## src/rtl/ps2_key_decoder.sv

```systemverilog
// ps2_key_decoder: turns PS/2 Set 2 scan-code bytes into menu/game key pulses, held levels and last-held keycode
module ps2_key_decoder #(
  parameter int PREFIX_TIMEOUT = 2000000
) (
  input  logic       pclk,
  input  logic       rst,
  input  logic [7:0] rx_data,
  input  logic       rx_valid,
  output logic [5:0] key,
  output logic [5:0] key_held,
  output logic [7:0] keycode,
  output logic       keycode_ext
);
  localparam int CW = $clog2(PREFIX_TIMEOUT + 1);
  localparam logic [CW-1:0] TERM = CW'(PREFIX_TIMEOUT - 1);
  localparam logic [CW-1:0] SAT = CW'(PREFIX_TIMEOUT);
  typedef enum logic [1:0] {IDLE, EXT, BRK, EXT_BRK} state_t;
  state_t state, state_nxt;
  logic [CW-1:0] cnt, cnt_nxt;
  logic [5:0] key_nxt, held_nxt, hit;
  logic [7:0] kc_nxt;
  logic kx_nxt, ext, do_make, do_brk, ignored, fake, clr;
  function automatic logic [5:0] map_key(input logic [7:0] c, input logic e);
    return e ? {2'b00, c == 8'h74, c == 8'h6B, c == 8'h72, c == 8'h75}
             : {c == 8'h76, c == 8'h5A, 4'b0000};
  endfunction
  // prefix tracking, prefix timeout and the make/break effect on the key outputs
  always_comb begin
    ignored = rx_data inside {8'hE1, 8'hAA, 8'hFA, 8'hEE, 8'hFE, 8'hFF, 8'h00};
    fake = rx_data inside {8'h12, 8'h59};
    ext = state == EXT || state == EXT_BRK;
    state_nxt = state;
    do_make = 1'b0;
    do_brk = 1'b0;
    if (rx_valid) begin
      case (state)
        IDLE: begin
          state_nxt = rx_data == 8'hE0 ? EXT : rx_data == 8'hF0 ? BRK : IDLE;
          do_make = rx_data != 8'hE0 && rx_data != 8'hF0 && !ignored;
        end
        EXT: begin
          state_nxt = rx_data == 8'hF0 ? EXT_BRK : IDLE;
          do_make = rx_data != 8'hF0 && !fake;
        end
        default: begin
          state_nxt = IDLE;
          do_brk = 1'b1;
        end
      endcase
    end else if (state != IDLE && cnt == TERM) begin
      state_nxt = IDLE;
    end
    cnt_nxt = (rx_valid || state == IDLE) ? '0 : cnt == SAT ? cnt : cnt + CW'(1);
    hit = map_key(rx_data, ext);
    clr = do_brk && rx_data == keycode && ext == keycode_ext;
    key_nxt = do_make ? hit & ~key_held : 6'b0;
    held_nxt = do_make ? key_held | hit : do_brk ? key_held & ~hit : key_held;
    kc_nxt = do_make ? rx_data : clr ? 8'h00 : keycode;
    kx_nxt = do_make ? ext : !clr && keycode_ext;
  end
  // sequence state and prefix age
  always_ff @(posedge pclk or posedge rst) begin
    if (rst) begin
      state <= IDLE;
      cnt <= '0;
    end else begin
      state <= state_nxt;
      cnt <= cnt_nxt;
    end
  end
  // registered key interface
  always_ff @(posedge pclk or posedge rst) begin
    if (rst) begin
      key <= '0;
      key_held <= '0;
      keycode <= '0;
      keycode_ext <= 1'b0;
    end else begin
      key <= key_nxt;
      key_held <= held_nxt;
      keycode <= kc_nxt;
      keycode_ext <= kx_nxt;
    end
  end
endmodule

```

## config.mk

```make
export PLATFORM = sky130hd
export DESIGN_NAME = ps2_key_decoder
export DESIGN_NICKNAME = d
export VERILOG_FILES = /design/src/rtl/ps2_key_decoder.sv
export SDC_FILE = /design/constraint.sdc
export NUM_CORES = 1
export LEC_CHECK = 0
export BUFFER_PORTS_ARGS = -buffer_cell sky130_fd_sc_hd__buf_2
export CORE_UTILIZATION = 30
export CTS_CLUSTER_SIZE = 28
export DETAILED_ROUTE_END_ITERATION = 8
export PLACE_DENSITY = 0.44
export REMOVE_ABC_BUFFERS = 1
export SKIP_CTS_REPAIR_TIMING = 1
export SLEW_MARGIN = 25
export SYNTH_ARGS = -nofsm -noshare
export SYNTH_HDL_FRONTEND = slang
export SYNTH_SLANG_ARGS = --single-unit
```

## constraint.sdc

```tcl
create_clock -name pclk -period 2.5 [get_ports pclk]
set_clock_uncertainty 0.15 [all_clocks]
set_input_delay 0.375 -clock pclk [delete_from_list [all_inputs] [get_ports pclk]]
set_output_delay 0.375 -clock pclk [all_outputs]
set_load 0.02 [all_outputs]
```

==> results.cfg <==
[timing]
hold_viol = 0
final_max_slew_viol_count = 0
finalCriticalPeriod_ns = 2.04
tns_ns = 0
setup_slack_ns = 0.460
rsz0062_at_grt = false
setup_viol = 0
slew_headroom = 0.615
period_share = 0.816
worst_pin_slew_ns = 0.578
fmax_mhz = 490

[place]
gp_congestion = 0.780
dp_slack_ns = 0.284
place_area_um2 = 2630
io_buffers = 31
place_hpwl_mm = 3.75

[pwr]
powerDensity_nw_per_um2 = 563
ir_worst_vdd_mv = 0.218
pwr-share-clk = 0.371
power.static_leakage_nw = 1.22
swShare = 0.278
combPwrFrac = 0.136
p_seq_frac = 0.493
p_int_mw = 1.12
switching_power_mw = 0.430

[yosys]
synth.area.mux_share = 0.0376
synth_fa_ha_area_frac = 0.0104
synth-compound-area-share = 0.0944
yosysUniqueCellTypes = 42
synth-xor-area-share = 0.0949
ys_seq_elements = 44
mappedNetlistArea_um2 = 2400
synth_top_family_by_area = simple AND/OR/NAND/NOR gates
syn_area_per_cell_um2 = 9.67
synth_ff_type = dfrtp_1
async_flop_share = 1.00
yosysSeqAreaShare = 0.459
synth_edf_count = 0
synth_warnings = 0
synth_cells = 248
synth_simple_gate_area_share = 0.250

[critical_path]
critPathMaxFanout = 5
end_kind = flop
critPathKind = reg -> reg
arrival_ns = 2.07
setup.worst_path.start_class = flop
required_ns = 2.53

[die]
die_w_um = 91.4
die_area_um2 = 8360
fp-row-count = 32
die_h_um = 91.4
core_area_um2 = 7730
ios = 32
initial_core_util = 0.310

[detailed_routing]
wl_per_cell_um = 13.9
wl_mm = 5.30
dr.pass1.iters = 4
drtAntennaViolNets = 0
vias_per_cell = 4.89
drt_iter0_markers = 76
via_count = 1859
drc_errors = 0

[worst_hold_path]
hold_class = in -> async

[global_route]
overflow = 0
antenna_found_initial = 0
grt_max_degree = 45
first_global_vias = 1831
grtUsageTotal = 0.141
grt_pass1_wl_mm = 9.36

[clock_tree]
cts-root-buf = clkbuf_8
clk_latency_ns = 0.30
cts_tree = done
htreeDepth = 2
cts-buffers-inserted = 5
clkSinkCount = 44
path_clk_slew_ns = 0.09
clk_path_buf_depth = 2

[finish]
area_growth_pct = 14.5
final_cell_mix = dfrtp_1 (44), buf_2 (31), nor2_1 (25)
final_cell_area_um2 = 2750
antenna_cells = 0
drive_above_1_share = 0.180
layout.nets = 290
layout_commonest_cell = dfrtp_1

[run]
maxCapViolCount = 0

[run_status]
outcome = finished clean
-- worst paths after layout --
path / startpoint / to / slack (ns) / cells after the start
min in group pclk: rx_valid / state[1] / 0.24 / 3
max in group asynchronous: rst / cnt[2] / 1.75 / 3
setup reg to reg: cnt[1] / cnt[20] / 0.46 / 6
setup / recovery: cnt[1] / cnt[20] / 0.46 / 6
hold / removal: rst / cnt[18] / 0.05 / 3
hold reg to reg: flop / key[1] / 0.30 / 1
-- area by class of cell --
type                    count  area, µm²
fillers                   784       4980
multi-input cells         180       1170
flip-flops and latches     44       1100
repair buffers             33        183
well taps                 102        128
clock buffers               5       68.8
inverters                  13       48.8
clock inverters             3       47.5
-- Yosys cell counts (all sizes together), types with 7 or more instances --
library cell | instances | area share
xor2 | 10 | 0.037
nor4 | 7 | 0.021
inv | 13 | 0.020
buf | 8 | 0.028
nor3 | 14 | 0.029
dfrtp | 44 | 0.46
nand3 | 13 | 0.027
mux2i | 9 | 0.038
nor2 | 25 | 0.039
nand4 | 8 | 0.021
xnor2 | 16 | 0.058
and3 | 9 | 0.023
o21ai | 14 | 0.029
nand2 | 20 | 0.032
-- power groups by stage --
stage          combinational (mW)  clock [mW]  sequential [mW]
2_1_floorplan               0.101           0            0.803
3_3_place_gp                0.214           0            0.775
3_5_place_dp                0.213           0            0.776
4_1_cts                     0.213       0.602            0.762
5_1_grt                     0.233       0.628            0.766
6_report                    0.210       0.574            0.761
-- critical path: stages (launching register included) --
cell and delay (ns):
dfrtp_1 0.42, ha_1 0.20, nand3_1 0.19, nor4_2 0.55, nand4_1 0.19, xor2_1 0.17, nor2_1 0.05
-- layer usage --
metal / up-vias / part of all wire / global-route usage
li1: 923 / - / -
met4: 0 / 0.011 / 0.0357
met5: - / 0 / 0
met2: 34 / 0.48 / 0.239
met3: 6 / 0.036 / 0.0327
met1: 896 / 0.48 / 0.178
-- metrics by stage --
step / instances / utilization / power (mW) / hold slack (ns)
detailed placement: 372 / 0.340 / 0.989 / 0.296
global placement: 372 / 0.340 / 0.990 / 0.295
finish: 380 / 0.355 / 1.54 / 0.0532
floorplan: 237 / - / 0.904 / 0.298
CTS: 380 / 0.355 / 1.58 / 0.0710
global route: 380 / 0.355 / 1.63 / 0.112
-- logic make-up (layout without fill, tap and decap cells) --
group / after synthesis / after routing
fa+ha+maj: 2 / 2
buf+inv: 24 / 54
flops: 44 / 44
compound gates: 29 / 29
xor+xnor: 26 / 26
mux: 9 / 9
simple gates: 114 / 114
Note: power is estimated with default switching activity, not from simulation.
